**src/rtl/sync_fifo_pkg.sv**
```systemverilog
// rtl/sync_fifo_pkg.sv - shared types and helpers for sync_fifo_ext
//
// Contents:
//   fifo_mode_e : read-side behaviour, registered (FIFO_STD) or show-ahead (FIFO_FWFT)
//   ptr_inc     : pointer increment with explicit wrap, valid for any depth

package sync_fifo_pkg;

    typedef enum logic {
        FIFO_STD  = 1'b0,
        FIFO_FWFT = 1'b1
    } fifo_mode_e;

    // Wraps from depth-1 back to 0, so non-power-of-two depths need no spare MSB.
    function automatic int unsigned ptr_inc(input int unsigned ptr, input int unsigned depth);
        if (ptr >= depth - 1) begin
            return 0;
        end
        return ptr + 1;
    endfunction

endpackage

```
**src/rtl/sync_fifo_mem.sv**
```systemverilog
// rtl/sync_fifo_mem.sv - storage array for sync_fifo_ext
//
// DEPTH x DATA_WIDTH register array with one synchronous write port and one
// asynchronous read port. Deliberately has no reset so it maps onto RAM.
//
// Ports:
//   clk   : write clock
//   we    : write enable
//   waddr : write address, 0..DEPTH-1
//   wdata : write data
//   raddr : read address, 0..DEPTH-1
//   rdata : combinational read data

module sync_fifo_mem #(
    parameter int DATA_WIDTH = 8,
    parameter int DEPTH      = 16,
    parameter int AW         = 4
) (
    input  logic                  clk,
    input  logic                  we,
    input  logic [AW-1:0]         waddr,
    input  logic [DATA_WIDTH-1:0] wdata,
    input  logic [AW-1:0]         raddr,
    output logic [DATA_WIDTH-1:0] rdata
);

    logic [DATA_WIDTH-1:0] mem [DEPTH];

    always_ff @(posedge clk) begin
        if (we) begin
            mem[waddr] <= wdata;
        end
    end

    assign rdata = mem[raddr];

endmodule

```
**src/rtl/sync_fifo_ext.sv**
```systemverilog
// rtl/sync_fifo_ext.sv - parametrised single-clock FIFO with thresholds, FWFT and error flags
//
// Ports:
//   clk          : rising-edge clock for all state
//   reset        : asynchronous, active-high reset
//   flush        : synchronous clear of pointers, count, error flags and rd_valid
//   wr_en        : write request, accepted when not full
//   data_in      : write data
//   rd_en        : read request (pop acknowledge in FWFT), accepted when not empty
//   data_out     : read data (registered in FIFO_STD, head of queue in FIFO_FWFT)
//   rd_valid     : FIFO_STD: data_out was popped last edge; FIFO_FWFT: head valid
//   count        : number of stored entries
//   full / almost_full / empty / almost_empty : status decoded from count
//   overflow / underflow : sticky, cleared by reset or flush

module sync_fifo_ext
    import sync_fifo_pkg::*;
#(
    parameter int         DATA_WIDTH = 8,
    parameter int         DEPTH      = 16,
    parameter int         AF_THRESH  = DEPTH - 2,
    parameter int         AE_THRESH  = 2,
    parameter fifo_mode_e MODE       = FIFO_STD
) (
    input  logic                       clk,
    input  logic                       reset,
    input  logic                       flush,
    input  logic                       wr_en,
    input  logic [DATA_WIDTH-1:0]      data_in,
    input  logic                       rd_en,
    output logic [DATA_WIDTH-1:0]      data_out,
    output logic                       rd_valid,
    output logic [$clog2(DEPTH+1)-1:0] count,
    output logic                       full,
    output logic                       almost_full,
    output logic                       empty,
    output logic                       almost_empty,
    output logic                       overflow,
    output logic                       underflow
);

    // Guarded so an illegal DEPTH still reaches the elaboration checks below
    // instead of tripping over a zero-width pointer first.
    localparam int PW = (DEPTH > 2) ? $clog2(DEPTH) : 1;
    localparam int CW = $clog2(DEPTH + 1);

    localparam logic [CW-1:0] DEPTH_C = CW'(DEPTH);
    localparam logic [CW-1:0] AF_C    = CW'(AF_THRESH);
    localparam logic [CW-1:0] AE_C    = CW'(AE_THRESH);

    if (DEPTH < 2) begin : g_bad_depth
        $error("sync_fifo_ext: DEPTH must be at least 2");
    end
    if ((AF_THRESH < 1) || (AF_THRESH > DEPTH)) begin : g_bad_af
        $error("sync_fifo_ext: AF_THRESH must lie in 1..DEPTH");
    end
    if ((AE_THRESH < 0) || (AE_THRESH > DEPTH - 1)) begin : g_bad_ae
        $error("sync_fifo_ext: AE_THRESH must lie in 0..DEPTH-1");
    end

    logic [PW-1:0]         wr_ptr;
    logic [PW-1:0]         rd_ptr;
    logic [CW-1:0]         count_q;
    logic                  overflow_q;
    logic                  underflow_q;
    logic                  wr_acc;
    logic                  rd_acc;
    logic [DATA_WIDTH-1:0] rd_data;

    assign full         = (count_q == DEPTH_C);
    assign empty        = (count_q == '0);
    assign almost_full  = (count_q >= AF_C);
    assign almost_empty = (count_q <= AE_C);
    assign count        = count_q;
    assign overflow     = overflow_q;
    assign underflow    = underflow_q;

    // Acceptance looks only at the registered count: a write into a full FIFO
    // is dropped even if a read frees a slot on the same edge.
    assign wr_acc = wr_en && !full  && !flush;
    assign rd_acc = rd_en && !empty && !flush;

    always_ff @(posedge clk or posedge reset) begin
        if (reset) begin
            wr_ptr  <= '0;
            rd_ptr  <= '0;
            count_q <= '0;
        end else if (flush) begin
            wr_ptr  <= '0;
            rd_ptr  <= '0;
            count_q <= '0;
        end else begin
            if (wr_acc) begin
                wr_ptr <= PW'(ptr_inc(32'(wr_ptr), DEPTH));
            end
            if (rd_acc) begin
                rd_ptr <= PW'(ptr_inc(32'(rd_ptr), DEPTH));
            end
            case ({wr_acc, rd_acc})
                2'b10:   count_q <= count_q + CW'(1);
                2'b01:   count_q <= count_q - CW'(1);
                default: count_q <= count_q;
            endcase
        end
    end

    always_ff @(posedge clk or posedge reset) begin
        if (reset) begin
            overflow_q  <= 1'b0;
            underflow_q <= 1'b0;
        end else if (flush) begin
            overflow_q  <= 1'b0;
            underflow_q <= 1'b0;
        end else begin
            if (wr_en && full) begin
                overflow_q <= 1'b1;
            end
            if (rd_en && empty) begin
                underflow_q <= 1'b1;
            end
        end
    end

    sync_fifo_mem #(
        .DATA_WIDTH (DATA_WIDTH),
        .DEPTH      (DEPTH),
        .AW         (PW)
    ) u_mem (
        .clk   (clk),
        .we    (wr_acc),
        .waddr (wr_ptr),
        .wdata (data_in),
        .raddr (rd_ptr),
        .rdata (rd_data)
    );

    if (MODE == FIFO_FWFT) begin : g_fwft
        // Head of queue is presented directly; zero when nothing is stored so
        // stale array contents never leak out.
        assign data_out = empty ? '0 : rd_data;
        assign rd_valid = !empty;
    end else begin : g_std
        logic [DATA_WIDTH-1:0] data_q;
        logic                  valid_q;

        // data_q holds across flush and idle cycles; only a real pop updates it.
        always_ff @(posedge clk or posedge reset) begin
            if (reset) begin
                data_q  <= '0;
                valid_q <= 1'b0;
            end else if (flush) begin
                valid_q <= 1'b0;
            end else begin
                valid_q <= rd_acc;
                if (rd_acc) begin
                    data_q <= rd_data;
                end
            end
        end

        assign data_out = data_q;
        assign rd_valid = valid_q;
    end

endmodule

```
**config.mk**
```make
export PLATFORM = sky130hd
export DESIGN_NAME = sync_fifo_ext
export DESIGN_NICKNAME = d
export VERILOG_FILES = /design/src/rtl/sync_fifo_pkg.sv /design/src/rtl/sync_fifo_mem.sv /design/src/rtl/sync_fifo_ext.sv
export SDC_FILE = /design/constraint.sdc
export NUM_CORES = 1
export LEC_CHECK = 0
export CELL_PAD_IN_SITES_DETAIL_PLACEMENT = 0
export CELL_PAD_IN_SITES_GLOBAL_PLACEMENT = 1
export CORE_AREA = 8 8 155 157
export DETAILED_ROUTE_END_ITERATION = 10
export DIE_AREA = 0 0 163 165
export GPL_TIMING_DRIVEN = 0
export PLACE_DENSITY = 0.61
export SYNTH_ARGS = -nofsm -noshare
export SYNTH_HDL_FRONTEND = slang
export SYNTH_SLANG_ARGS = --single-unit
export TNS_END_PERCENT = 10
```
**constraint.sdc**
```tcl
create_clock -name clk -period 3.15 [get_ports clk]
set_input_delay 0.63 -clock clk [delete_from_list [all_inputs] [get_ports clk]]
set_output_delay 0.63 -clock clk [all_outputs]
set_load 0.1 [all_outputs]
```
==> impl_results.md <==
- Ant diodes: 0
- Min Clock Period, post-route: 2.976 ns
- Multi-input logic area: 0.001839 mm^2
- Count leader, synth: edfxtp_1
- Worst-margin pin slew: 0.9786 ns
- Design area: 0.007664 mm^2
- Final wirelength: 13560 um
- Initial antenna violation count: 0
- Share of layout cells above drive strength 1: 0.2195
- Max Cap Viol: 0
- Vias per cell: 4.805
- Setup Crit Path Kind: register to primary output
- Final Non-Filler Cells: 681
- Placed inst area: 0.007083 mm^2
- Register bit total from synthesis: 152
- Clock H-tree levels: 4
- Fmax: 336.0 MHz
- Hold path endpoint: overflow$_DFFE_PP0P_
- DRC: 0
- Min Hold Slack: 0.4993 ns
- Final setup TNS: 0 ns
- Detail Placement HPWL: 9048 um
- Synth cell count leaders: edfxtp_1, dfrtp_1, nor2_1
- Syn Area/Cell: 18.84 um^2
- Ys flop type: edfxtp_1
- Gr ovfl total: 0
- Layout Utilization: 0.3567
- Mapped Cells: 338
- Placement Setup Slack: -0.1176 ns
- DR iter-0 viols: 167
- Depth of the most critical reg-to-reg path: 10
- Mapped Area: 0.006367 mm^2
- Setup ws final: 0.1738 ns
- Endpoints failing setup: 0
- Post-synth EDFFs: 128
- Slew Limit Headroom: 0.3455
- Die ar.: 0.02690 mm^2
- CTS tree: yes
- Worst setup SP type: register
- DRT antenna net count: 0
- Clock sinks: 152
- Post-synthesis sequential area ratio: 0.6980
- Register area: 0.004444 mm^2
- Tot Pwr: 6.610 mW
- Clock Skews: 0.01007 ns
- Clock Path Buffers: 2
- Layout fillers: 2032
- Reg clk slew, reported paths: 0.06 ns
- Hold path start: overflow$_DFFE_PP0P_
- Crit path required time: 2.52 ns
- Final nets: 408
- Syn. warnings: 0
- Hold buffers post-CTS: 0
- DP Cell Count: 649
- Layout area overhead: 20.36%
- Core area: 0.02149 mm^2
- Total GRT Usage: 0.1054
- Period utilization: 0.9448
- Vias in the first global route: 3406
- First-pass GRT wire length: 20720 um
- Leak Pwr: 2.564 nW
- Clk Latency, worst-skew pair: 0.42 ns
- # rows: 54
- Worst EP arrival: 2.35 ns
- Initial Util: 0.2964
- FF-to-FF End: count[4]$_DFFE_PP0P_
- 1st-pass router iterations: 4
- Min-delay worst type: register to register
- Status: completed
- Port bufs: 31
- Total CTS buffers: 17
- Synth area leaders: edfxtp_1, dfrtp_1, mux4_2
- Drt wl/cell: 19.91 um
- RSZ-0062 raised after global routing: false
- Io pins: 33
- Die width: 163 um
- Async SR Flop Fraction: 0.1579
- R2r setup slk: 0.39 ns
- PD cells: 862.6 mW/mm^2
- Crit path max fanout: 7
- Root cell of the clock tree: clkbuf_16
- Die Ht: 165 um
- Reg-to-reg startpoint: count[3]$_DFFE_PP0P_
- WHS Path Cells: 2
- Synth cell types: 43
- Worst IR Drop VDD: 396.0 uV
- Vias: 3272
- Cell taking the most area after synthesis: edfxtp_1
- Gpl congestion: 0.7423
- Final Max Slew Viols: 0
- Synth top area share: 0.6037
- Syn nets: 358
- Crit. End Element: primary output
- Hold violation count in the final report: 0
- Largest net degree at the start of global routing: 25
==> placed cells by master, fill, tap and decap left out, drive strengths merged, types with 4 or more instances in the layout <==
master	netlist	layout
nand3	4	4
inv	5	12
nor3	11	11
ha	7	7
nand2	19	19
mux2	8	8
dfrtp	24	24
o21ai	5	5
xnor2	4	4
clkbuf	5	25
buf	12	12
a21oi	13	13
mux4	40	40
nor2	23	23
clkdlybuf4s50	0	27
edfxtp	128	128
==> registers in the layout, indices dropped and copies added, names as in the netlist <==
| name | flops |
|---|---|
| u_mem.mem | 128 |
| overflow | 1 |
| wr_ptr | 4 |
| rd_valid | 1 |
| count | 5 |
| underflow | 1 |
| data_out | 8 |
| rd_ptr | 4 |
==> critical path, cell delays in order, from the launching register on <==
cell,delay [ns]
dfrtp_1,0.34
clkbuf_1,0.38
inv_1,0.25
nand2_1,0.10
dlygate4sd2_1,0.85
==> cell families (layout without fill, tap and decap cells) <==
group / count (synthesis) / count (layout) / share of synthesized area
AOI/OAI and AO/OA: 31 / 31 / 0.03301
muxes: 49 / 49 / 0.1719
DFF: 152 / 152 / 0.6980
xor gates and xnor gates: 7 / 7 / 0.009629
and+or+nand+nor: 69 / 69 / 0.05050
adders and majority gates: 7 / 7 / 0.01375
buffers and inverters: 23 / 86 / 0.02319
==> power breakdown <==
part           switching (mW)  internal (mW)  total (mW)
clock                   0.877           1.12        2.00
combinational            1.49          0.750        2.24
sequential             0.0817           2.29        2.37
==> per-layer routing <==
| layer | global-route usage | part of all wire | vias up |
|---|---|---|---|
| met4 | 0.04379 | 0.015 | 0 |
| met1 | 0.1359 | 0.45 | 1720 |
| met5 | 0 | 0 | - |
| met2 | 0.1703 | 0.49 | 63 |
| met3 | 0.02193 | 0.039 | 19 |
| li1 | - | - | 1470 |
==> worst max path at each step <==
stage	startpoint	to	slack (ns)	cells after the start
floorplan	count[1]$_DFFE_PP0P_	count[4]$_DFFE_PP0P_	-0.45	10
global placement	wr_en	u_mem.mem[0][2]$_DFFE_PP_	-0.31	5
detailed placement	wr_en	count[4]$_DFFE_PP0P_	-0.12	9
CTS	count[1]$_DFFE_PP0P_	empty	0.01	4
global route	count[4]$_DFFE_PP0P_	almost_full	0.02	4
finish	count[4]$_DFFE_PP0P_	almost_full	0.17	4
==> cell type report <==
cell class / instances / area share
plain buffers: 18 / 0.01682
inverters: 5 / 0.002449
repair buffers: 31 / 0.03886
clock buffers: 18 / 0.05600
well taps: 280 / 0.04571
flip-flops and latches: 152 / 0.5799
multi-input cells: 163 / 0.2400
clock inverters: 14 / 0.02024
==> what timing repair did <==
action                     CTS  global route
setup buffers                0             0
gates resized for setup      6             4
setup endpoints to repair    4             4
No activity file was read; power rests on OpenSTA's default activity.
==> RTL edit (same settings) <==
`DATA_WIDTH` is set to 8 in 2 places; all go to 9.
--- a/src/rtl/sync_fifo_mem.sv
+++ b/src/rtl/sync_fifo_mem.sv
@@ -13,5 +13,5 @@
 
 module sync_fifo_mem #(
-    parameter int DATA_WIDTH = 8,
+    parameter int DATA_WIDTH = 9,
     parameter int DEPTH      = 16,
     parameter int AW         = 4
--- a/src/rtl/sync_fifo_ext.sv
+++ b/src/rtl/sync_fifo_ext.sv
@@ -17,5 +17,5 @@
     import sync_fifo_pkg::*;
 #(
-    parameter int         DATA_WIDTH = 8,
+    parameter int         DATA_WIDTH = 9,
     parameter int         DEPTH      = 16,
     parameter int         AF_THRESH  = DEPTH - 2,
Interface: changed (resized data_in and data_out); port bits go from 33 to 35. No check against the original RTL was run, so the function may have changed too.
==> RTL edit against the unedited design <==
- sequential cell count grew 17
- sequential share of layout area rose by 1.8 points
- routed wire length grew 11%
- cell area is 8.3% higher
- global-route usage up 1.3 points
- setup slack worse by 0.055 ns
- non-clock buffer count up 8
- synthesized area up 8.4%
- sequential power up 14%
- clock skew is 0.0012 ns higher
- power increased by 14%
- maximum frequency fell by 1.8%
- critical endpoint is now count[4]
- highest routed layer unchanged
==> RTL edit: results (changes against the unedited design) <==
* Status: completed (unchanged)
* Largest net degree at the start of global routing at 26 (was 25)
* Hold path depth at 1 (was 2)
* Fill count at 1943 (was 2032)
* Post-DP Area at 7674 um2 (was 7083 um2)
* DR iter-0 viols at 218 (was 167)
* Total GRT Usage at 11.80% (was 10.54%)
* Synth area leaders: edfxtp_1, mux4_2, dfrtp_1 (was edfxtp_1, dfrtp_1, mux4_2)
* Vias in the first global route at 3772 (was 3406)
* Async SR Flop Fraction at 14.79% (was 15.79%)
* Max reg flops at 144 (was 128)
* R2R Setup Slk at 0.12 ns (was 0.39 ns)
* Placer Congestion at 0.7405 (was 0.7423)
* R2r startpoint: count[0] (was count[3])
* Ant. Diodes at 0 (unchanged)
* Multiplexer share of the synthesized area at 16.43% (was 17.19%)
* Compound-gate portion of the synthesized area at 3.189% (was 3.301%)
* Seq/Total Area, Yosys at 71.68% (was 69.80%)
* Synth Area in Adders at 1.268% (was 1.376%)
* CTS buffer count at 17 (unchanged)
* CP max FO at 8 (was 7)
* HP Start: data_out[0] (was overflow)
* Critical Path Slowest Stage Cell: or4_4 (was dlygate4sd2_1)
* Slowest cell delay on critical path at 0.63 ns (was 0.85 ns)
* FF-to-FF path depth at 12 (was 10)
* Pleak at 0.002690 uW (was 0.002564 uW)
* First-pass GRT wire length at 23120 um (was 20720 um)
* DP Worst Slack at -0.4343 ns (was -0.1176 ns)
* Arr. time, crit path at 3.34 ns (was 2.35 ns)
* Maximum VDD drop at 0.0004463 V (was 0.0003960 V)
* Max Transition Viols Final at 0 (unchanged)
* Synth top cells by count: edfxtp_1, mux4_2, nor2_1, dfrtp_1 (was edfxtp_1, dfrtp_1, nor2_1, mux4_2, nand2_1)
* Final HPWL DP at 10030 um (was 9048 um)
* IO Port Bufs at 32 (was 31)
* Syn Nets at 393 (was 358)
* Worst clock skew at 0.01129 ns (was 0.01007 ns)
* Delay-heaviest family, CP: simple AND/OR/NAND/NOR gates (was buffers and inverters)
* Share of cells above drive strength 1 at 26.48% (was 21.95%)
* Layout net count at 446 (was 408)
* Worst Hold Path EP: data_out[0] (was overflow)
* Routed vias at 3563 (was 3272)
* Netlist cell types at 42 (was 43)
* Post-synthesis xor/xnor area fraction at 0.8697% (was 0.9629%)
* Number of flops mapped to enable cells by yosys at 144 (was 128)
* WL per Instance at 20.97 um (was 19.91 um)
* Normalized max-slew margin at 26.99% (was 34.55%)
* Clock root cell: clkbuf_16 (unchanged)
* WHS at 0.5060 ns (was 0.4993 ns)
-- RTL edit: worst max-delay path by stage --
stage | startpoint | endpoint | slack [ns] | depth (start not counted)
after detailed placement | wr_en | count[4] | -0.43 | 11
after global placement | wr_en | u_mem.mem[1][3] | -0.75 | 5
after floorplan | count[0] | count[4] | -0.45 | 12
after global routing | count[0] | count[4] | 0.005 | 12
after CTS | count[3] | count[4] | 0.0007 | 12
final | count[0] | count[4] | 0.12 | 12
-- RTL edit: logic make-up after synthesis --
logic type | after synthesis
multiplexers | 56
XOR/XNOR | 6
adder cells (fa/ha/maj) | 7
flip-flops | 169
buffers and inverters | 32
AO/OA/AOI/OAI | 33
AND/OR/NAND/NOR | 69
-- RTL edit: metal layers --
layer	track usage, %	vias up	wire, um
met3	2.742	11	726
met5	0	-	0
met2	18.65	82	7240
li1	-	1588	-
met4	3.753	0	130
met1	15.86	1882	6956
-- RTL edit: power breakdown --
part	internal (uW)	total (uW)	switching, uW
logic	892	2710	1820
clock network	1140	2100	957
registers	2580	2710	127
-- RTL edit: stage by stage --
| stage | power, uW | cells | util (%) |
|---|---|---|---|
| 2_1_floorplan | 4827 | 372 | - |
| 3_3_place_gp | 5463 | 684 | 35.55 |
| 3_5_place_dp | 5504 | 686 | 35.72 |
| 4_1_cts | 7579 | 718 | 38.56 |
| 5_1_grt | 7810 | 718 | 38.62 |
| 6_report | 7514 | 718 | 38.62 |
-- RTL edit: timing repair --
item | 4_1_cts | 5_1_grt
pin swaps | 1 | 4
resized for setup | 10 | 6
endpoints found under the hold margin | 0 | 0
setup buffers | 0 | 2
endpoints found under the setup margin | 5 | 3
-- RTL edit: cell type report --
| cell class | instances | area share [%] |
|---|---|---|
| plain buffers | 21 | 1.297 |
| inverters | 9 | 0.4071 |
| well taps | 280 | 4.222 |
| repair buffers | 36 | 4.237 |
| clock buffers | 17 | 5.127 |
| multi-input cells | 171 | 22.80 |
| clock inverters | 15 | 2.141 |
| flip-flops and latches | 169 | 59.77 |
